===== src/rtl/mem_port_arbiter.sv =====
// Arbitrates the ifu fetch bus and the mem-unit data bus onto one shared memory port, with one transaction in flight.
// Optional feature: define RR_ARB_EN for round-robin ties; otherwise dbus has priority with a starvation guard.
module mem_port_arbiter #(
  parameter int unsigned STARVE_LIMIT = 4
) (
  input  logic        clk,
  input  logic        rst,
  input  logic        i_valid,
  input  logic [63:0] i_addr,
  output logic        i_addr_ok,
  output logic        i_data_ok,
  output logic [31:0] i_data,
  input  logic        d_valid,
  input  logic [63:0] d_addr,
  input  logic [2:0]  d_size,
  input  logic [7:0]  d_strobe,
  input  logic [63:0] d_wdata,
  output logic        d_addr_ok,
  output logic        d_data_ok,
  output logic [63:0] d_rdata,
  output logic        m_valid,
  output logic [63:0] m_addr,
  output logic [2:0]  m_size,
  output logic [7:0]  m_strobe,
  output logic [63:0] m_wdata,
  input  logic        m_addr_ok,
  input  logic        m_data_ok,
  input  logic [63:0] m_rdata,
  output logic        owner_d
);

  typedef enum logic [1:0] {
    ST_IDLE = 2'd0,
    ST_REQ  = 2'd1,
    ST_RESP = 2'd2
  } state_t;

  state_t      state_r;
  state_t      state_nxt_s;
  logic [63:0] addr_q_r;
  logic [63:0] wdata_q_r;
  logic [2:0]  size_q_r;
  logic [7:0]  strobe_q_r;
  logic        owner_d_r;
  logic        i_pend_r;
  logic        d_pend_r;
  logic        i_req_s;
  logic        d_req_s;
  logic        grant_s;
  logic        win_d_s;
  logic        resp_s;

  // A side with an outstanding transaction cannot be granted again.
  assign i_req_s = i_valid & ~i_pend_r;
  assign d_req_s = d_valid & ~d_pend_r;
  assign grant_s = (state_r == ST_IDLE) & (i_req_s | d_req_s) & ~rst;
  assign resp_s  = ((state_r == ST_REQ) & m_addr_ok & m_data_ok) |
                   ((state_r == ST_RESP) & m_data_ok);

`ifdef RR_ARB_EN
  assign win_d_s = d_req_s & (~i_req_s | ~owner_d_r);
`else
  localparam logic [3:0] STARVE_LIM_C = 4'(STARVE_LIMIT);
  logic [3:0] starve_cnt_r;

  assign win_d_s = d_req_s & (~i_req_s | (starve_cnt_r != STARVE_LIM_C));

  // Counts dbus wins taken while ibus is waiting; any ibus grant clears it.
  always_ff @(posedge clk or posedge rst) begin
    if (rst) begin
      starve_cnt_r <= 4'd0;
    end else if (grant_s) begin
      if (!win_d_s) begin
        starve_cnt_r <= 4'd0;
      end else if (i_valid && (starve_cnt_r != STARVE_LIM_C)) begin
        starve_cnt_r <= starve_cnt_r + 4'd1;
      end
    end
  end
`endif

  // Transaction sequencing: grant, address phase, response phase.
  always_comb begin
    state_nxt_s = state_r;
    case (state_r)
      ST_IDLE: begin
        if (grant_s) begin
          state_nxt_s = ST_REQ;
        end else begin
          state_nxt_s = ST_IDLE;
        end
      end
      ST_REQ: begin
        if (m_addr_ok && m_data_ok) begin
          state_nxt_s = ST_IDLE;
        end else if (m_addr_ok) begin
          state_nxt_s = ST_RESP;
        end else begin
          state_nxt_s = ST_REQ;
        end
      end
      ST_RESP: begin
        if (m_data_ok) begin
          state_nxt_s = ST_IDLE;
        end else begin
          state_nxt_s = ST_RESP;
        end
      end
      default: state_nxt_s = ST_IDLE;
    endcase
  end

  // State register.
  always_ff @(posedge clk or posedge rst) begin
    if (rst) begin
      state_r <= ST_IDLE;
    end else begin
      state_r <= state_nxt_s;
    end
  end

  // Capture the winner's request; the port is driven only from these copies.
  always_ff @(posedge clk or posedge rst) begin
    if (rst) begin
      addr_q_r   <= 64'd0;
      wdata_q_r  <= 64'd0;
      size_q_r   <= 3'd0;
      strobe_q_r <= 8'd0;
      owner_d_r  <= 1'b0;
    end else if (grant_s) begin
      owner_d_r <= win_d_s;
      if (win_d_s) begin
        addr_q_r   <= d_addr;
        wdata_q_r  <= d_wdata;
        size_q_r   <= d_size;
        strobe_q_r <= d_strobe;
      end else begin
        addr_q_r   <= i_addr;
        wdata_q_r  <= 64'd0;
        size_q_r   <= 3'b010;
        strobe_q_r <= 8'h00;
      end
    end
  end

  // Per-side outstanding flags, set on grant and cleared on the owner's response.
  always_ff @(posedge clk or posedge rst) begin
    if (rst) begin
      i_pend_r <= 1'b0;
      d_pend_r <= 1'b0;
    end else if (grant_s) begin
      if (win_d_s) begin
        d_pend_r <= 1'b1;
      end else begin
        i_pend_r <= 1'b1;
      end
    end else if (resp_s) begin
      if (owner_d_r) begin
        d_pend_r <= 1'b0;
      end else begin
        i_pend_r <= 1'b0;
      end
    end
  end

  assign i_addr_ok = grant_s & ~win_d_s;
  assign d_addr_ok = grant_s & win_d_s;
  // The pending flag also drops any response still in flight across a reset.
  assign i_data_ok = resp_s & ~owner_d_r & i_pend_r & ~rst;
  assign d_data_ok = resp_s & owner_d_r & d_pend_r & ~rst;
  assign i_data    = i_data_ok ? (addr_q_r[2] ? m_rdata[63:32] : m_rdata[31:0]) : 32'd0;
  assign d_rdata   = d_data_ok ? m_rdata : 64'd0;

  assign m_valid   = (state_r == ST_REQ);
  assign m_addr    = addr_q_r;
  assign m_size    = size_q_r;
  assign m_strobe  = strobe_q_r;
  assign m_wdata   = wdata_q_r;
  assign owner_d   = owner_d_r;

endmodule


===== config.mk =====
export PLATFORM = sky130hd
export DESIGN_NAME = mem_port_arbiter
export DESIGN_NICKNAME = d
export VERILOG_FILES = /design/src/rtl/mem_port_arbiter.sv
export SDC_FILE = /design/constraint.sdc
export NUM_CORES = 1
export LEC_CHECK = 0
export ABC_AREA = 1
export CAP_MARGIN = 20
export CORE_AREA = 2 2 199 201
export DETAILED_ROUTE_END_ITERATION = 12
export DIE_AREA = 0 0 201 203
export MAX_ROUTING_LAYER = met4
export PLACE_DENSITY = 0.57
export SLEW_MARGIN = 20
export SYNTH_ARGS = -nofsm -noshare
export SYNTH_HDL_FRONTEND = slang
export SYNTH_SLANG_ARGS = --single-unit

===== constraint.sdc =====
create_clock -name clk -period 26 [get_ports clk]
set_input_delay 7.8 -clock clk [delete_from_list [all_inputs] [get_ports clk]]
set_output_delay 7.8 -clock clk [all_outputs]
set_load 0.02 [all_outputs]

==> results_dict.tcl, run 1 <==
set metrics [dict create \
    status "completed" \
    cts_resized 0 \
    hold_viol 0 \
    syn_nets 1251 \
    layout_common_cells "clkdlybuf4s50_1, nand2_1, dfrtp_1" \
    r2r-start "starve_cnt_r[0]" \
    syn_avg_cell_area_sq_um 7.30 \
    slew_violations 0 \
    r2r_end "m_addr[61]" \
    worstSetupPathType "primary input to primary output" \
    vias_per_cell 4.02 \
    die_y_um 203 \
    tightest_slew_ps 1080 \
    reg2reg_slack_ps 23100 \
    ff2ff_path_depth 10 \
    grt_pass1_wl_um 48400 \
    hold_class "flop to flop" \
    setup_viol 0 \
    core-area_sq_mm 0.0385 \
    multi_input_area_sq_mm 0.00281 \
    p_leak_nw 6.18 \
    first_iter_violations 402 \
    avgRoutedWirePerCell_um 16.5 \
    nets 1735 \
    initial_utilization 0.185 \
    drtAntennaViolNets 0 \
    grt_usage 0.160 \
    antenna_found_initial 6 \
    crit_path_end_kind "primary output" \
    synth_area_leader_cell "dfrtp_1" \
    cts_hold_buffers 0 \
    area_growth_pct 86.2 \
    drc 0 \
    relSlewSlack 0.280 \
    ys_seq_elements 148 \
    fmax_mhz 55.1 \
    postCtsSetupBuffers 0 \
    vias 8017 \
    finClkSkew_ps 11.2 \
    io_buffers 513 \
    cts_tree "done" \
    globalplace.congestion 1.08 \
    worst_setup_path_start_kind "primary input" \
    clkSinkCount 148 \
    maxCapViolations 0 \
    cts_buffers 17 \
    setup_tns_ps 0 \
    synth_area_sq_mm 0.00713 \
    netlist_instances 976 \
    clk_pin_slew_worst_paths_ps 60 \
    powerDensity_mw_per_mm2 98.7 \
    yosysWarnings 0 \
    drive_above_1_share 0.0312 \
    wirelength_um 32800 \
    post-dp-hpwl_um 25600 \
    min_period_over_period 0.698 \
    cp-endpoint "d_rdata[53]" \
    htreeDepth 4 \
    synth_area_leaders "dfrtp_1, nand2_1, nor2_1" \
    cts-root-buf "clkbuf_16" \
    rsz0062_at_grt "false" \
    required_ps 18200 \
    synth_cell_types 18 \
    hold_slack_ps 477 \
    ctsLongestPathBuffers 2 \
    first_pass_iters 4 \
    period_needed_ps 18140 \
    crit_start "rst" \
    synth_top_area_frac 0.519 \
    nFillCells 4019 \
    ios 514 \
    num_rows 72 \
    final-seq-area_sq_mm 0.00370 \
    grt-ovfl-total 0 \
    die_w_um 201 \
    mostFrequentLayoutCell "clkdlybuf4s50_1" \
    grt_max_degree 86 \
    grt_pass1_vias 8046 \
    cp_max_fo 64 \
    ir_drop_uv 42.9 \
    ys_seq_area_frac 0.519 \
    die_area_sq_mm 0.0408 \
    clkLatencyLatePin_ps 420 \
    critPathArrivalTime_ps 10340 \
]
per-layer routing:
layer | track usage | share of wire | vias up | wire [um]
li1 | - | - | 3911 | -
met4 | 0.0526 | 0.024 | 0 | 790
met1 | 0.178 | 0.40 | 3694 | 13100
met2 | 0.286 | 0.52 | 372 | 16900
met5 | - | 0 | - | 0
met3 | 0.0339 | 0.061 | 40 | 2010
cell usage after synthesis, drive strengths merged:
master,number
inv,79
clkbuf,21
ha,2
nor2,138
o21ai,4
xor2,2
nand3,75
nand2,441
buf,32
dfrtp,148
a21oi,34
worst min-delay path by stage:
stage | start | to | slack (ps) | cells past startpoint
after floorplan | d_pend_r | d_pend_r | 460 | 2
after global placement | m_wdata[36] | m_wdata[36] | 460 | 2
after detailed placement | m_wdata[57] | m_wdata[57] | 460 | 2
after global routing | m_wdata[55] | m_wdata[55] | 490 | 2
after CTS | m_wdata[15] | m_wdata[15] | 480 | 2
final | m_wdata[15] | m_wdata[15] | 480 | 2
layout make-up:
type	instances	area share
antenna	2	0.000377
clock buffer	18	0.0331
clock inverter	14	0.0142
inverter	79	0.0229
multi-input combinational	696	0.212
sequential	148	0.279
tap	518	0.0488
timing repair buffer	518	0.390
report_power, final:
group	leakage [nW]	switching (mW)	internal [mW]
Sequential	1.92	0.0750	0.339
Combinational	3.96	0.341	0.289
Clock	0.302	0.110	0.157
Total	6.18	0.526	0.784
registers in the layout, indices dropped and copies added, names as in the netlist:
| name | count |
|---|---|
| m_addr | 64 |
| m_size | 3 |
| m_strobe | 8 |
| m_wdata | 64 |
| d_pend_r | 1 |
| state_r | 2 |
| i_pend_r | 1 |
| owner_d | 1 |
| starve_cnt_r | 4 |
logic make-up (layout without fill, tap and decap cells):
logic type | after synthesis | after routing | synth area share
AO/OA/AOI/OAI | 38 | 38 | 0.0283
XOR/XNOR | 2 | 2 | 0.00246
adder cells (fa/ha/maj) | 2 | 2 | 0.00351
buffers and inverters | 132 | 629 | 0.0881
flip-flops | 148 | 148 | 0.519
other | 0 | 2 | 0
AND/OR/NAND/NOR | 654 | 654 | 0.358
critical path, stage by stage:
cell             delay, ps
clkdlybuf4s50_1        470
inv_6                  270
nand3_1                110
nor2_1                 280
inv_2                  450
nor2_1                 280
clkdlybuf4s50_1        640
per-stage QoR:
stage	area (sq um)	setup WS (ps)	power [mW]	utilization	cells
3_3_place_gp	12600	7830	1.05	0.329	1959
4_1_cts	13300	7780	1.33	0.345	1991
5_1_grt	13300	7630	1.39	0.345	1993
6_report	13300	7860	1.31	0.345	1993
2_1_floorplan	7130	5930	0.719	-	976
3_5_place_dp	12600	7780	1.05	0.329	1959
No activity file was read; power rests on OpenSTA's default activity.
==> run 2, diff against run 1 <==
==> constraint.sdc (replaced) <==
create_clock -name clk -period 18.5 [get_ports clk]
set_input_delay 5.55 -clock clk [delete_from_list [all_inputs] [get_ports clk]]
set_output_delay 5.55 -clock clk [all_outputs]
set_load 0.02 [all_outputs]
==> run 2 against run 1 <==
Compared with the run above:
- power increased by 40%
- critical path depth unchanged
- combinational power increased by 41%
- clock power increased by 39%
- largest power group unchanged
==> results_dict.tcl, run 2 (synthesized netlist as in run 1, its figures left out) <==
set metrics [dict create \
    tightest_slew_ps 1090 \
    period_needed_ps 14030 \
    p_clk_frac 0.203 \
    drive_above_1_share 0.0306 \
    hold_viol 0 \
    crit_chain "clkdlybuf4s50_1 > inv_6 > nand3_1 > nor2_1 > inv_1 > nor2_1 > clkdlybuf4s50_1" \
    htreeDepth 4 \
    die_area_sq_mm 0.0408 \
    setup_tns_ps 0 \
    layout_common_cells "clkdlybuf4s50_1, nand2_1, dfrtp_1" \
    worst_setup_path_start_kind "primary input" \
    worstSetupPathType "primary input to primary output" \
    first_pass_iters 5 \
    status "completed" \
    fmax_mhz 71.3 \
    swShare 0.402 \
    post-dp-hpwl_um 25400 \
    critPathArrivalTime_ps 8480 \
    p_int_mw 1.10 \
    finalPower_mw 1.84 \
    required_ps 12950 \
    grt_max_degree 87 \
    nets 1734 \
    multi_input_area_sq_mm 0.00281 \
    path_buf_inv 4 \
    avgRoutedWirePerCell_um 16.4 \
    grt_pass1_vias 8115 \
    hold_slack_ps 479 \
    cp_max_fo 78 \
    cts_buffers 17 \
    seqPwrFrac 0.316 \
    powerDensity_mw_per_mm2 139 \
    core-area_sq_mm 0.0385 \
    setup_viol 0 \
    p_sw_mw 0.739 \
    clk_pin_slew_worst_paths_ps 60 \
    clkSinkCount 148 \
    cts_hold_buffers 0 \
    grt-ovfl-total 0 \
    cp_top_family "buffers and inverters" \
    die_w_um 201 \
    io_buffers 513 \
    final-seq-area_sq_mm 0.00370 \
    ios 514 \
    postCtsSetupBuffers 0 \
    wirelength_um 32700 \
    cts_tree "done" \
    maxCapViolations 0 \
    die_y_um 203 \
    antenna_found_initial 5 \
    crit_slowest_cell "clkdlybuf4s50_1" \
    final.setup.worst_slack_ps 4470 \
    nFillCells 4113 \
    min_period_over_period 0.758 \
    first_iter_violations 340 \
    finClkSkew_ps 12.0 \
    place_ws_ps 4440 \
    mostFrequentLayoutCell "clkdlybuf4s50_1" \
    ctsLongestPathBuffers 2 \
    grt_usage 0.162 \
    drc 0 \
    cts-root-buf "clkbuf_16" \
    cts_resized 0 \
    relSlewSlack 0.276 \
    p_leak_nw 6.17 \
    crit_path_end_kind "primary output" \
    rsz0062_at_grt "false" \
    initial_utilization 0.185 \
    hold_class "flop to flop" \
    globalplace.congestion 1.06 \
    vias 7960 \
    slew_violations 0 \
    slowest_delay_ps 640 \
    drtAntennaViolNets 0 \
    grt_pass1_wl_um 48600 \
    ir_drop_uv 63.4 \
    area_growth_pct 86.0 \
    combPwrFrac 0.481 \
    utilization 0.345 \
    vias_per_cell 4.00 \
    clkLatencyLatePin_ps 420 \
    num_rows 72 \
]
run 2: power groups by stage:
| stage | Sequential, mW | Clock [mW] | Combinational, mW |
|---|---|---|---|
| final | 0.580 | 0.373 | 0.884 |
| after global routing | 0.601 | 0.399 | 0.950 |
| after detailed placement | 0.580 | 0 | 0.900 |
| after floorplan | 0.741 | 0 | 0.269 |
| after global placement | 0.580 | 0 | 0.897 |
| after CTS | 0.580 | 0.388 | 0.902 |
run 2: cell type report:
class / instances / area share
multi-input cells: 696 / 0.212
well taps: 518 / 0.0489
flip-flops and latches: 148 / 0.279
inverters: 79 / 0.0229
clock buffers: 17 / 0.0321
diodes: 2 / 0.000377
clock inverters: 15 / 0.0146
repair buffers: 517 / 0.390
run 2: worst reg2reg max path: cells and delay by family (launching register included):
family / cells / cell delay, ps
buffers and inverters: 2 / 1270
AND/OR/NAND/NOR: 5 / 1000
flip-flops: 1 / 410
AO/OA/AOI/OAI: 1 / 220
run 2: per-layer routing:
metal / vias up / track usage / wire length [um]
li1: 3910 / - / -
met1: 3679 / 0.174 / 13000
met2: 340 / 0.292 / 16900
met3: 31 / 0.0355 / 2050
met4: 0 / 0.0571 / 826
met5: - / - / 0
run 2: worst paths after layout:
| path | start | endpoint | slack, ps | cells past startpoint |
|---|---|---|---|---|
| worst max-delay path | rst | i_data[25] | 4470 | 7 |
| worst min-delay path | m_wdata[15] | m_wdata[15] | 480 | 2 |
| worst max register to register | state_r[0] | m_addr[7] | 15540 | 8 |
| worst min register to register | m_wdata[15] | m_wdata[15] | 480 | 2 |
| max in group asynchronous | rst | m_addr[63] | 11590 | 3 |
| min in group asynchronous | rst | m_addr[36] | 5590 | 2 |
run 2: through the flow:
stage | instances | cell area [sq um]
floorplan | 976 | 7130
global placement | 1958 | 12600
detailed placement | 1958 | 12600
CTS | 1990 | 13300
global route | 1992 | 13300
finish | 1992 | 13300
==> patch 1: new RTL, flow settings as in run 2 <==
Add a define of `RR_ARB_EN`.
--- a/src/rtl/mem_port_arbiter.sv
+++ b/src/rtl/mem_port_arbiter.sv
@@ -2,2 +2,4 @@
 // Optional feature: define RR_ARB_EN for round-robin ties; otherwise dbus has priority with a starvation guard.
+`define RR_ARB_EN
+
 module mem_port_arbiter #(
Formal check against the unedited RTL: not equivalent (Yosys sat finds a counterexample within 4 cycles, from zero or initial values and one cycle with rst high).
==> patch 1 against run 2 <==
- final cell count decreased by 1.3%
- synthesized area decreased by 2.6%
- clock power increased by 8.3%
- critical path type unchanged
- design area decreased by 1.2%
- combinational power decreased by 8.0%
- worst setup slack improved by 0.52 ns
- sequential cell count decreased by 4
- routed wire length decreased by 4.3%
- highest routed layer unchanged
- power decreased by 4.2%
==> patch 1: results (changes against run 2) <==
[grt]
antenna_found_initial = 3  ; -2
grt_max_degree = 81  ; -6.9%
grtUsageMet3_pct = 4.04  ; +0.50 points
grt_pass1_vias = 8045  ; -0.86%
grt.total_usage_pct = 15.5  ; -0.71 points
grt_pass1_wl_um = 46800  ; -3.6%
grtUsageMet1_pct = 16.9  ; -0.53 points
gr-usage-met2_pct = 27.1  ; -2.1 points

[route]
dr.pass1.iters = 7  ; +2
wl_met2_um = 16000  ; -5.3%
wl_met1_um = 12400  ; -4.0%
drt_wl_total_um = 31300  ; -4.3%
top_layer = met4
vias_per_cell = 3.99  ; -0.20%
wl_met3_um = 2170  ; +5.6%
post_drt_wl_per_cell_um = 15.9  ; -3.0%
drt_iter0_drc = 361  ; +6.2%

[sta]
fin_skew_ns = 0.00610  ; -0.00588 ns
tightest_slew_ns = 0.964  ; -0.121 ns

[cells_and_area]
final_nets = 1705  ; -1.7%
layout-drive-gt1-share_pct = 3.53  ; +0.47 points

[worst_hold_path]
hp-start = m_wdata[18]

[logic_synthesis]
synth.area.top_cells = dfrtp_1 52%, nand2_1 23%, nor2_1 7.2%, nand3_1 5.0%, inv_1 3.8%
synthDistinctLibCells = 17  ; -1
yosys_warnings = 0  ; unchanged
synthTopCellsByCount = 431 x nand2_1, 144 x dfrtp_1, 133 x nor2_1, 70 x inv_1, 70 x nand3_1
yosysSeqAreaShare_pct = 51.9  ; about the same
synth_nets = 1221  ; -2.4%
syn_inst = 948  ; -2.9%

[place]
dp_hpwl_um = 23900  ; -6.1%
port_buffers = 513  ; unchanged
gp_congestion = 0.954  ; -10%
dp.cells = 1931  ; -1.4%

[cts]
h-tree-depth = 4  ; unchanged
clk_latency_ns = 0.43
ctsResizeCount = 0  ; unchanged

[setup_path]
crit_fanout = 64  ; -18%
r2r-start = state_r[1]

[power_and_ir_drop]
ir_drop_mv = 0.0708  ; +12%
p_leak_nw = 6.05  ; -1.9%

[run_status]
status = finished, final reports clean

==> patch 1: cell types whose count changed after synthesis, moves of 2 or more <==
cell and change:
nor2_1 -5, o21ai_0 -2, nand2_1 -8, xor2_1 -2, clkbuf_1 -13, inv_1 -6
ha_1 -2, inv_2 +4, nand3_1 -5, dfrtp_1 -4, buf_1 +5, buf_4 +8
==> patch 1: layout make-up <==
class                      count  area (um2)
timing repair buffer         518        5170
clock buffer                  19         443
fill                        4116       25400
sequential                   144        3610
tap                          518         648
antenna                        3        7.51
multi-input combinational    674        2690
inverter                      77         297
clock inverter                13         234
==> patch 1: power breakdown <==
part           switching [mW]  internal [mW]  total, mW
Clock                   0.147          0.257      0.404
Sequential             0.0944          0.448      0.543
Combinational           0.441          0.372      0.813
==> patch 1: stage by stage <==
| step | worst slack (ns) | cell area, um2 |
|---|---|---|
| after floorplan | 3.09 | 6940 |
| after global placement | 4.99 | 12400 |
| after detailed placement | 4.95 | 12400 |
| after CTS | 4.96 | 13100 |
| after global routing | 4.75 | 13100 |
| final | 5.00 | 13100 |
==> patch 1: final timing paths <==
kind	depth (start not counted)	slack (ns)	to
max	7	5.00	d_rdata[12]
min	2	0.48	m_wdata[18]
max reg2reg	8	15.88	m_addr[60]
min reg2reg	2	0.48	m_wdata[18]
max in group asynchronous	3	11.78	m_addr[2]
min in group asynchronous	2	5.56	m_wdata[12]
==> patch 1: cells by family after synthesis <==
family / Yosys count / share of synthesized area (%)
and+or+nand+nor: 640 / 36.2
AOI/OAI and AO/OA: 34 / 2.45
DFF: 144 / 51.9
buffers and inverters: 130 / 9.43
==> patch 1: critical path: stages <==
cell,delay [ns]
clkdlybuf4s50_1,0.54
inv_6,0.28
nand3_1,0.12
nor2_2,0.17
inv_2,0.36
nor2_1,0.26
clkdlybuf4s50_1,0.64
==> patch 2: new RTL, config.mk and constraints of run 2 <==
Made on the original files. Reset style: synchronous (`rst`), changed in 4 clocked blocks.
--- a/src/rtl/mem_port_arbiter.sv
+++ b/src/rtl/mem_port_arbiter.sv
@@ -68,3 +68,3 @@
   // Counts dbus wins taken while ibus is waiting; any ibus grant clears it.
-  always_ff @(posedge clk or posedge rst) begin
+  always_ff @(posedge clk) begin
     if (rst) begin
@@ -113,3 +113,3 @@
   // State register.
-  always_ff @(posedge clk or posedge rst) begin
+  always_ff @(posedge clk) begin
     if (rst) begin
@@ -122,3 +122,3 @@
   // Capture the winner's request; the port is driven only from these copies.
-  always_ff @(posedge clk or posedge rst) begin
+  always_ff @(posedge clk) begin
     if (rst) begin
@@ -146,3 +146,3 @@
   // Per-side outstanding flags, set on grant and cleared on the owner's response.
-  always_ff @(posedge clk or posedge rst) begin
+  always_ff @(posedge clk) begin
     if (rst) begin
Behaviour: differs if rst is asserted again (counterexample within 4 cycles, from zero or initial values and one cycle with rst high); with rst held inactive, the same outputs for 4 cycles.
==> patch 2 against run 2 <==
- worst hold slack got worse by 0.017 ns
- die area did not move
- routed wire length grew 2.6%
- first-iteration DRC count is 27% higher
- design area is 0.34% lower
- synthesized area rose by 1.3%
- sequential cell count did not move
- sequential share of layout area down 5.5 points
- worst setup slack worse by 0.21 ns
- highest routed layer unchanged
- final cell count rose by 7.1%
Power is not compared: it rests on default switching activity, and its combinational part moved more than twofold at a synthesized area within 25%.
==> patch 2: results (changes against run 2) <==
[run_status]
status = finished, final reports clean

[setup_path]
arrival_ns = 8.69  ; +0.21 ns
r2r-start = d_pend_r
crit_slowest_cell = buf_4

[place]
gp_congestion = 0.989  ; -6.9%
dp_hpwl_um = 25300  ; -0.49%

[route]
wl_met2_um = 17000  ; +0.77%
wl_met3_um = 2080  ; +1.3%
post_drt_wl_per_cell_um = 15.7  ; -4.2%

[cells_and_area]
final_nets = 1874  ; +8.1%
buffer_area_share_pct = 39.3  ; +0.37 points
n_antenna_cell = 4  ; +2
clk_share_pct = 4.49  ; -0.18 points
layout-drive-gt1-share_pct = 3.10  ; +0.045 points
inverters = 83  ; +5.1%
nFillCells = 4190  ; +1.9%

[grt]
grtUsageMet1_pct = 17.7  ; +0.32 points
grt_max_degree = 81  ; -6.9%
grt_pass1_vias = 8467  ; +4.3%
antenna_found_initial = 3  ; -2
gr-usage-met2_pct = 28.7  ; -0.46 points

[logic_synthesis]
postSynth.asyncResetShare_pct = 0  ; -100 points
postSynthAreaPerCell_um2 = 6.32  ; -13%
synthDistinctLibCells = 21  ; +3
synth.area.top_cells = dfxtp_1 41%, nand2_1 22%, a21oi_1 12%, nor2_1 7.2%, nand3_1 5.1%
synth_nets = 1417  ; +13%
yosysSeqAreaShare_pct = 41.0  ; -11 points
synthTopCellsByCount = 429 x nand2_1, 174 x a21oi_1, 148 x dfxtp_1, 138 x nor2_1, 82 x inv_1

[sta]
fin_skew_ns = 0.00948  ; -0.00250 ns
tightest_slew_ns = 1.06  ; -0.0307 ns

-- patch 2: worst paths after layout --
path                endpoint  slack [ns]  cells past startpoint
min                m_addr[2]        0.46                      2
max              d_rdata[26]        4.26                      7
min reg2reg        m_addr[2]        0.46                      2
max reg2reg  starve_cnt_r[1]       15.43                      9
-- patch 2: cell families (layout without fill, tap and decap cells) --
logic type               after synthesis  in the layout  share of synthesized area (%)
AO/OA/AOI/OAI                        176            176                           12.3
XOR/XNOR                               1              1                          0.121
adder cells (fa/ha/maj)                2              2                          0.347
buffers and inverters                167            637                           10.7
flip-flops                           148            148                           41.0
other                                  0              4                              0
AND/OR/NAND/NOR                      648            648                           35.5
-- patch 2: metrics by stage --
stage	setup WS [ns]	hold slack, ns
after floorplan	6.07	0.459
after global placement	4.40	0.449
after detailed placement	4.27	0.454
after CTS	4.27	0.465
after global routing	4.01	0.478
final	4.26	0.461
-- patch 2: critical path: cells and delay by family --
family,cells,cell delay (ns)
buffers and inverters,5,2.65
and+or+nand+nor,2,0.24
